<file path="src/rtl/i2s_led_pkg.sv">
// Shared definitions for the I2S LED row stream (streamer and i2s_mask).
// Header layout: {nx[3:0], ny[3:0], 2'b00, row[5:0]}, sent MSB first.
package i2s_led_pkg;

    localparam int HDR_BITS  = 16;
    localparam int WORD_BITS = 16;

    localparam int NX_MSB  = 15;
    localparam int NX_LSB  = 12;
    localparam int NY_MSB  = 11;
    localparam int NY_LSB  = 8;
    localparam int ROW_MSB = 5;
    localparam int ROW_LSB = 0;

    typedef enum logic [1:0] {
        HDR  = 2'd0,
        DATA = 2'd1,
        PAD  = 2'd2
    } stream_state_t;

    function automatic logic [HDR_BITS-1:0] make_header(input logic [3:0] nx,
                                                        input logic [3:0] ny,
                                                        input logic [5:0] row);
        logic [HDR_BITS-1:0] h;
        h                  = '0;
        h[NX_MSB:NX_LSB]   = nx;
        h[NY_MSB:NY_LSB]   = ny;
        h[ROW_MSB:ROW_LSB] = row;
        return h;
    endfunction

    // Words per row; 9 bits so the 16x16 module case (256) does not wrap.
    function automatic logic [8:0] frame_words(input logic [3:0] nx,
                                               input logic [3:0] ny);
        return ({5'd0, nx} + 9'd1) * ({5'd0, ny} + 9'd1);
    endfunction

endpackage

</file>
<file path="src/rtl/i2s_shift_out.sv">
// 16-bit load/shift register with a bit counter; loads itself whenever the
// next bit to drive is bit 15, so one instance serves headers and data words.
module i2s_shift_out
    import i2s_led_pkg::*;
(
    input  logic                 i2s_clk,
    input  logic                 rst_n,
    input  logic                 advance,
    input  logic [WORD_BITS-1:0] load_val,
    output logic                 bit_out,
    output logic [3:0]           bit_idx,
    output logic                 last_bit
);

    localparam logic [3:0] TOP_BIT = 4'(WORD_BITS - 1);

    logic [WORD_BITS-1:0] sr_q, sr_d;
    logic [3:0]           idx_q, idx_d;

    // The first bit of a word comes straight from load_val, not from sr_q.
    assign bit_out  = (idx_q == TOP_BIT) ? load_val[WORD_BITS-1] : sr_q[WORD_BITS-1];
    assign bit_idx  = idx_q;
    assign last_bit = (idx_q == 4'd0);

    always_comb begin
        sr_d  = sr_q;
        idx_d = idx_q;
        if (advance) begin
            if (idx_q == TOP_BIT) begin
                sr_d = {load_val[WORD_BITS-2:0], 1'b0};
            end else begin
                sr_d = {sr_q[WORD_BITS-2:0], 1'b0};
            end
            idx_d = idx_q - 4'd1;
        end
    end

    // NOTE: sequential state uses non-blocking assignments only; next-state
    // logic lives in always_comb so each flop has exactly one driver.
    always_ff @(negedge i2s_clk or negedge rst_n) begin
        if (!rst_n) begin
            sr_q  <= '0;
            idx_q <= TOP_BIT;
        end else begin
            sr_q  <= sr_d;
            idx_q <= idx_d;
        end
    end

endmodule

</file>
<file path="src/rtl/i2s_row_streamer.sv">
// Endless row scanner: per frame sends header, W pixel words, one pad bit,
// all on the falling edge so the masks sample mid-bit on the rising edge.
module i2s_row_streamer
    import i2s_led_pkg::*;
#(
    parameter int ROWS   = 16,
    parameter int ADDR_W = 14
) (
    input  logic              i2s_clk,
    input  logic              rst_n,
    input  logic [3:0]        num_modules_x,
    input  logic [3:0]        num_modules_y,
    input  logic              hold,
    output logic              rd_en,
    output logic [ADDR_W-1:0] rd_addr,
    input  logic [15:0]       rd_data,
    output logic              i2s_data,
    output logic              frame_start,
    output logic              scan_done
);

    localparam logic [5:0] LAST_ROW = 6'(ROWS - 1);

    stream_state_t     state_q, state_d;
    logic [5:0]        row_q, row_d;
    logic [7:0]        word_q, word_d;
    logic [3:0]        nx_q, nx_d, ny_q, ny_d;
    logic              i2s_data_q, i2s_data_d;
    logic              rd_en_q, rd_en_d;
    logic [ADDR_W-1:0] rd_addr_q, rd_addr_d;
    logic              frame_start_q, frame_start_d;
    logic              scan_done_q, scan_done_d;

    logic                 advance;
    logic [WORD_BITS-1:0] load_val;
    logic                 bit_out;
    logic [3:0]           bit_idx;
    logic                 last_bit;
    logic [8:0]           words;
    logic [8:0]           next_word;

    i2s_shift_out u_shift (
        .i2s_clk  (i2s_clk),
        .rst_n    (rst_n),
        .advance  (advance),
        .load_val (load_val),
        .bit_out  (bit_out),
        .bit_idx  (bit_idx),
        .last_bit (last_bit)
    );

    assign words     = frame_words(nx_q, ny_q);
    assign next_word = {1'b0, word_q} + 9'd1;

    // NOTE: every signal gets a default before the case so no latch is inferred.
    always_comb begin
        state_d       = state_q;
        row_d         = row_q;
        word_d        = word_q;
        nx_d          = nx_q;
        ny_d          = ny_q;
        rd_addr_d     = rd_addr_q;
        i2s_data_d    = 1'b0;
        rd_en_d       = 1'b0;
        frame_start_d = 1'b0;
        scan_done_d   = 1'b0;
        advance       = 1'b0;
        load_val      = rd_data;

        case (state_q)
            HDR: begin
                advance    = 1'b1;
                load_val   = make_header(num_modules_x, num_modules_y, row_q);
                i2s_data_d = bit_out;
                if (bit_idx == 4'd15) begin
                    frame_start_d = 1'b1;
                    nx_d          = num_modules_x;
                    ny_d          = num_modules_y;
                end
                if (bit_idx == 4'd1) begin
                    rd_en_d   = 1'b1;
                    rd_addr_d = ADDR_W'({row_q, 8'd0});
                end
                if (last_bit) begin
                    state_d = DATA;
                    word_d  = 8'd0;
                end
            end
            DATA: begin
                advance    = 1'b1;
                i2s_data_d = bit_out;
                // Prefetch the following word two edges before it is needed.
                if (bit_idx == 4'd1 && next_word < words) begin
                    rd_en_d   = 1'b1;
                    rd_addr_d = ADDR_W'({row_q, next_word[7:0]});
                end
                if (last_bit) begin
                    if (next_word == words) begin
                        state_d = PAD;
                    end else begin
                        word_d = next_word[7:0];
                    end
                end
            end
            PAD: begin
                state_d = HDR;
                if (!hold) begin
                    if (row_q == LAST_ROW) begin
                        row_d       = 6'd0;
                        scan_done_d = 1'b1;
                    end else begin
                        row_d = row_q + 6'd1;
                    end
                end
            end
            default: state_d = HDR;
        endcase
    end

    always_ff @(negedge i2s_clk or negedge rst_n) begin
        if (!rst_n) begin
            state_q       <= HDR;
            row_q         <= 6'd0;
            word_q        <= 8'd0;
            nx_q          <= 4'd0;
            ny_q          <= 4'd0;
            i2s_data_q    <= 1'b0;
            rd_en_q       <= 1'b0;
            rd_addr_q     <= '0;
            frame_start_q <= 1'b0;
            scan_done_q   <= 1'b0;
        end else begin
            state_q       <= state_d;
            row_q         <= row_d;
            word_q        <= word_d;
            nx_q          <= nx_d;
            ny_q          <= ny_d;
            i2s_data_q    <= i2s_data_d;
            rd_en_q       <= rd_en_d;
            rd_addr_q     <= rd_addr_d;
            frame_start_q <= frame_start_d;
            scan_done_q   <= scan_done_d;
        end
    end

    assign i2s_data    = i2s_data_q;
    assign rd_en       = rd_en_q;
    assign rd_addr     = rd_addr_q;
    assign frame_start = frame_start_q;
    assign scan_done   = scan_done_q;

endmodule

</file>
<file path="config.mk">
export PLATFORM = sky130hd
export DESIGN_NAME = i2s_row_streamer
export DESIGN_NICKNAME = d
export VERILOG_FILES = /design/src/rtl/i2s_led_pkg.sv /design/src/rtl/i2s_shift_out.sv /design/src/rtl/i2s_row_streamer.sv
export SDC_FILE = /design/constraint.sdc
export NUM_CORES = 1
export LEC_CHECK = 0
export ABC_AREA = 1
export CORE_UTILIZATION = 57
export DETAILED_ROUTE_END_ITERATION = 16
export PLACE_DENSITY = 0.81
export SYNTH_ARGS = -nofsm -noshare
export SYNTH_HDL_FRONTEND = slang
export SYNTH_SLANG_ARGS = --single-unit
</file>
<file path="constraint.sdc">
create_clock -name i2s_clk -period 8.66 [get_ports i2s_clk]
set_clock_uncertainty 0.05 [all_clocks]
set_input_delay 1.299 -clock i2s_clk [delete_from_list [all_inputs] [get_ports i2s_clk]]
set_output_delay 1.299 -clock i2s_clk [all_outputs]
set_load 0.1 [all_outputs]
</file>
* Word level (Yosys, flattened, before mapping)
Index checks and enable logic that the tools add are counted.
** Storage, ports and cells
- Bits in writable memories :: 0
- Output and inout port bits :: 18
- Memories kept :: 0
- Flip-flop bits (word level) :: 62
- Bits in latches :: 0
- Word-level logic and storage cells :: 67
- Bits of input ports :: 27
- Bits in read-only memories :: 0
** Cells by class
- Equal/unequal tests :: 12
- Order comparisons :: 1
- Muxes and demuxes :: 25
- Divide/modulo/power cells :: 0
- $add $sub $neg :: 5
- Reductions and logical operators :: 10
- Bitwise operators :: 1
- Multiply operators :: 1
- Shift operators :: 0
** Operators with widths (count)
- 16-bit 2-to-1 mux :: 2
- 14-bit 2-to-1 mux :: 2
- 14-bit one-hot mux with 2 select lines :: 1
- 8-bit 2-to-1 mux :: 3
- 8-bit one-hot mux with 2 select lines :: 1
- 2-bit inequality test (second input constant) :: 6
- 4-bit by 1-bit adder with 5-bit output (second input constant) :: 2
- 1-bit 2-to-1 mux :: 10
- 8-bit by 1-bit adder with 9-bit output (second input constant) :: 1
- 9-bit equality test :: 1
- 9-bit < comparator :: 1
- 5-bit by 5-bit multiplier with 9-bit output :: 1
- 6-bit by 1-bit adder with 6-bit output (second input constant) :: 1
- 6-bit by 4-bit equality test with 1-bit output (second input constant) :: 1
- 2-bit 2-to-1 mux :: 3
- 6-bit 2-to-1 mux :: 1
- 3-bit AND reduction :: 2
- 4-bit by 1-bit equality test with 1-bit output (second input constant) :: 1
- 4-bit equality test (second input constant) :: 1
- 4-bit zero test :: 1
- 2-bit one-hot mux with 2 select lines :: 1
- 2-bit AND reduction :: 2
- 4-bit AND reduction :: 1
- 4-bit by 1-bit subtractor with 4-bit output (second input constant) :: 1
- other kinds (8) :: 8

* Longest topological paths before layout
- Depth in word-level cells :: 6
- Gate-level depth with buffers :: 27

* Hierarchy
A second synthesis with hierarchy kept.
** Second synthesis, totals
- Cell total of the unflattened synthesis :: 566
- Area total of the unflattened synthesis :: 4167.7 µm²
** By module, submodules not included
- i2s_row_streamer :: cells an instance 413, seq. area each 1051.0 µm², area each 3067.9 µm², times used 1
- i2s_shift_out :: cells an instance 153, seq. area each 480.5 µm², area each 1099.8 µm², times used 1

==> reports/results.txt <==
The run finished with clean final reports. Dividing the detail-routed wire length by the instance count gives 13.3 um. For the final hold violation count, the log shows 0. Yosys printed 0 warnings. The detailed-route vias per instance is 5.38, and the worst hold slack across all endpoints is 0.372 ns.

The HPWL after detailed placement is 6170 um. For this run, asynchronously set or reset flops after synthesis account for 100%. For the fraction of power consumed by combinational cells, the log shows 4.4%.

The biggest area contributor in the post-synthesis netlist is sky130_fd_sc_hd__dfrtn_1. The kind of cell with the highest combined delay along the critical path is buffers and inverters. The vertical die dimension is 85.5 um, and the synthesized area per cell is 8.08 um^2.

Setup violations remaining at the end of the flow were counted as 0. STA classifies the critical path startpoint as a register. Cells with a size suffix above 1 make up 8.29% of the layout. For the wire length of the first global-routing pass, the log shows 14,300 um. The tools report the share of synthesized area occupied by flip-flops and latches as 38.5%. For the core area, the log shows 6760 um^2.

For this design the top-level I/O count stands at 45. In this run the clock root is driven by a sky130_fd_sc_hd__clkbuf_8. In the routed design, unresolved DRC markers number 0. 0 antenna diodes ended up in the layout. For the remaining number of nets flagged by the antenna check after routing, the log shows 0. The tools report the post-detailed-routing wire length as 8310 um. The detailed router finished its first iteration with 188 violations. For this design the ratio of total power to cell area is 124 nW/um^2. After layout, the design draws a total of 0.000576 W. The net count reported at finish was 608; the count of buffers added by post-CTS timing repair for setup was 0. After routing, the total negative slack on setup checks comes to 0 ns.

The tool flagged a number of max-cap violations equal to 0. For the final max-slew violation count, the log shows 0. The element type at the critical path end was a primary output.

The post-synthesis to final-layout area growth was 16.7%; the delay of the slowest critical-path stage was 1.14 ns. The clock drives 61 sinks. The signal on the critical path passes through clkdlybuf4s50_1.

Once the clock tree was built, the resizer swapped 0 gates to a different size. The slowest stage of the critical path is the sky130_fd_sc_hd__clkdlybuf4s50_1 cell. For the worst setup path, the data required time is 7.31 ns. The top cell type by area accounts for 35.9% of the synthesized area.

The launch point of the critical path was rd_addr[5]$_DFFE_NN0P_. Worst path buffer plus inverter count: 1. The run gives 0 as the number of hold buffers added after CTS.

The slew at the pin with the worst max-slew slack is 0.986 ns, and the first-pass iteration count of the detailed router is 4. Counting every instance in the synthesized netlist gives 492. The startpoint of the lowest-slack register-to-register path is ny_q[0]$_DFFE_NN0P_. In the post-synthesis netlist, the biggest area contributors are sky130_fd_sc_hd__dfrtn_1 36%, sky130_fd_sc_hd__nand2_1 13%, sky130_fd_sc_hd__ha_1 11%, sky130_fd_sc_hd__nand3_1 5.3%, sky130_fd_sc_hd__nor2_1 4.9%. The via count of the first global-routing pass is 3,214.

Synthesis produced a netlist with a net count of 561. The largest fanout on the critical path is 2, and the total number of vias is 3,352. Net switching is 22.0% of the power. The power dissipated by switching net loads is 0.000127 W. In this run, flip-flops and latches consume 49.9% of the power. The run gives 0.000449 W as the internal power.

Including well taps, the total number of placed cells is 605. The min-delay analysis places its worst path in the category register to register. Headroom to the max-slew limit came out at 34.1%.

The initial antenna violation count is 0. The tools report the total routing resource utilization after global routing as 24.8%. The H-tree was split into 3 levels.

The placement-stage worst setup slack came out at 1.43 ns. The congestion estimate from routability-driven global placement came to 0.829. The worst hold path begins at rd_addr[10]$_DFFE_NN0P_. The later pin in the worst-skew pair is clocked with a latency of 0.39 ns.

No sink is reached through more buffers than the 2 on the longest clock path. Synthesis inferred 61 register bits. After synthesis, the netlist uses 38 different library cells.

The overflow left after global routing was 0. The number of placement rows came out at 30. The clock network burns 45.7% of the power. The worst setup path is of the register to primary output kind. Entering global routing, the biggest net connects 35 pins.

Setup repair after global routing left no endpoint under its margin. For this run, the leading register cell type out of synthesis is sky130_fd_sc_hd__dfrtn_1. TritonCTS built the clock tree. After layout, the worst setup slack is 1.09 ns. In this run the cell area of the synthesized design comes to 3970 um^2. Data on the critical path arrives at its endpoint at 6.23 ns. The finished layout holds 623 standard cells, fillers aside. The clock transition at the registers of the reported paths was 0.05 ns; the total clock buffers created by CTS was 9.

Yosys mapped a number of flops with a built-in enable equal to 0. The die covers 7310 um^2. The width of the chip was 85.5 um.

IR analysis of the VDD net gives a maximum drop of 0.0971 mV. Buffers placed on the I/O ports in this run total 44. Once the floorplan was initialized, standard cells occupied 58.8% of the core. The run gives 2.50 nW as the static leakage power.
-- tightest hold or removal path, delay by kind of cell (launching register included) --
kind / cells / cell delay (ns)
DFF: 1 / 0.40
and+or+nand+nor: 2 / 0.11
-- registers in the layout (all words and copies together) (netlist names) --
| signal | count |
|---|---|
| word_q | 8 |
| row_q | 6 |
| i2s_data | 1 |
| ny_q | 4 |
| u_shift.sr_q | 15 |
| nx_q | 4 |
| rd_en | 1 |
| rd_addr | 14 |
| scan_done | 1 |
| u_shift.bit_idx | 4 |
| state_q | 2 |
| frame_start | 1 |
-- worst paths after layout --
path	endpoint	slack, ns	cells past startpoint
min in group asynchronous	nx_q[3]$_DFFE_NN0P_	5.20	1
hold reg to reg	rd_addr[10]$_DFFE_NN0P_	0.37	2
setup / recovery	rd_addr[5]	1.09	1
hold / removal	rd_addr[10]$_DFFE_NN0P_	0.37	2
max in group asynchronous	u_shift.bit_idx[2]$_DFFE_NN1P_	2.39	2
setup reg to reg	rd_addr[7]$_DFFE_NN0P_	3.12	24
-- final cells by class --
cell class	instances	area (um^2)
Sequential cell	61	1530
Multi-Input combinational cell	365	2150
Clock buffer	11	151
Inverter	53	201
Fill cell	547	2120
Timing Repair Buffer	45	443
Tap cell	80	100
Clock inverter	8	61.3
-- placed cells by master (no fill, tap or decap), drive strengths merged --
cell,count
inv,58
and3,1
nor4,2
ha,34
dfrtn,57
a31oi,8
xnor2,4
o21ai,23
o311ai,2
nand4,6
o22ai,1
nor3b,1
a21o,1
nand3,43
nand2,145
a21oi,6
xor2,13
o211ai,4
fa,8
clkbuf,11
clkdlybuf4s50,43
nand3b,1
clkinvlp,1
mux2,1
bufinv,1
or2,3
dfstp,4
clkinv,1
nor3,3
buf,2
nor2,55
-- Yosys cell counts, types with 3 or more instances --
master / number
sky130_fd_sc_hd__nand2_1: 135
sky130_fd_sc_hd__dfrtn_1: 57
sky130_fd_sc_hd__nor2_1: 52
sky130_fd_sc_hd__inv_1: 50
sky130_fd_sc_hd__nand3_1: 42
sky130_fd_sc_hd__ha_1: 34
sky130_fd_sc_hd__o21ai_0: 23
sky130_fd_sc_hd__xor2_1: 13
sky130_fd_sc_hd__nand2_2: 9
sky130_fd_sc_hd__a31oi_1: 8
sky130_fd_sc_hd__fa_1: 8
sky130_fd_sc_hd__a21oi_1: 6
sky130_fd_sc_hd__nand4_1: 6
sky130_fd_sc_hd__buf_2: 5
sky130_fd_sc_hd__dfstp_2: 4
sky130_fd_sc_hd__o211ai_1: 4
sky130_fd_sc_hd__xnor2_1: 4
sky130_fd_sc_hd__buf_6: 3
sky130_fd_sc_hd__inv_2: 3
sky130_fd_sc_hd__nor3_1: 3
sky130_fd_sc_hd__or2_2: 3
-- stage by stage --
stage	utilization (%)	instance area, um^2
final	68.6	4640
after global routing	68.6	4640
after CTS	68.6	4640
after detailed placement	65.5	4430
after global placement	65.5	4430
after floorplan	-	3970
-- power groups by stage --
stage	clock network, W	logic (W)	registers, W
floorplan	0.00000359	0.00000487	0.000294
global placement	0.00000359	0.0000254	0.000292
detailed placement	0.00000359	0.0000259	0.000292
CTS	0.000265	0.0000259	0.000287
global route	0.000282	0.0000284	0.000287
finish	0.000263	0.0000255	0.000287
-- layer usage --
metal / part of all wire (%) / track usage, % / vias to the layer above
met2: 52 / 43.5 / 50
met3: 2.6 / 4.62 / 10
met1: 44 / 31.7 / 1611
met4: 0.94 / 6.36 / 0
li1: - / - / 1681
met5: 0 / 0 / -
-- cells by family (layout without fill, tap and decap cells) --
| logic type | Yosys count | in the layout | synth area share [%] |
|---|---|---|---|
| adder cells (fa/ha/maj) | 42 | 42 | 14.7 |
| buffers and inverters | 66 | 117 | 7.40 |
| AND/OR/NAND/NOR | 260 | 260 | 28.8 |
| multiplexers | 1 | 1 | 0.283 |
| AO/OA/AOI/OAI | 45 | 45 | 6.46 |
| XOR/XNOR | 17 | 17 | 3.75 |
| flip-flops | 61 | 61 | 38.5 |
Note: power is estimated with default switching activity, not from simulation.
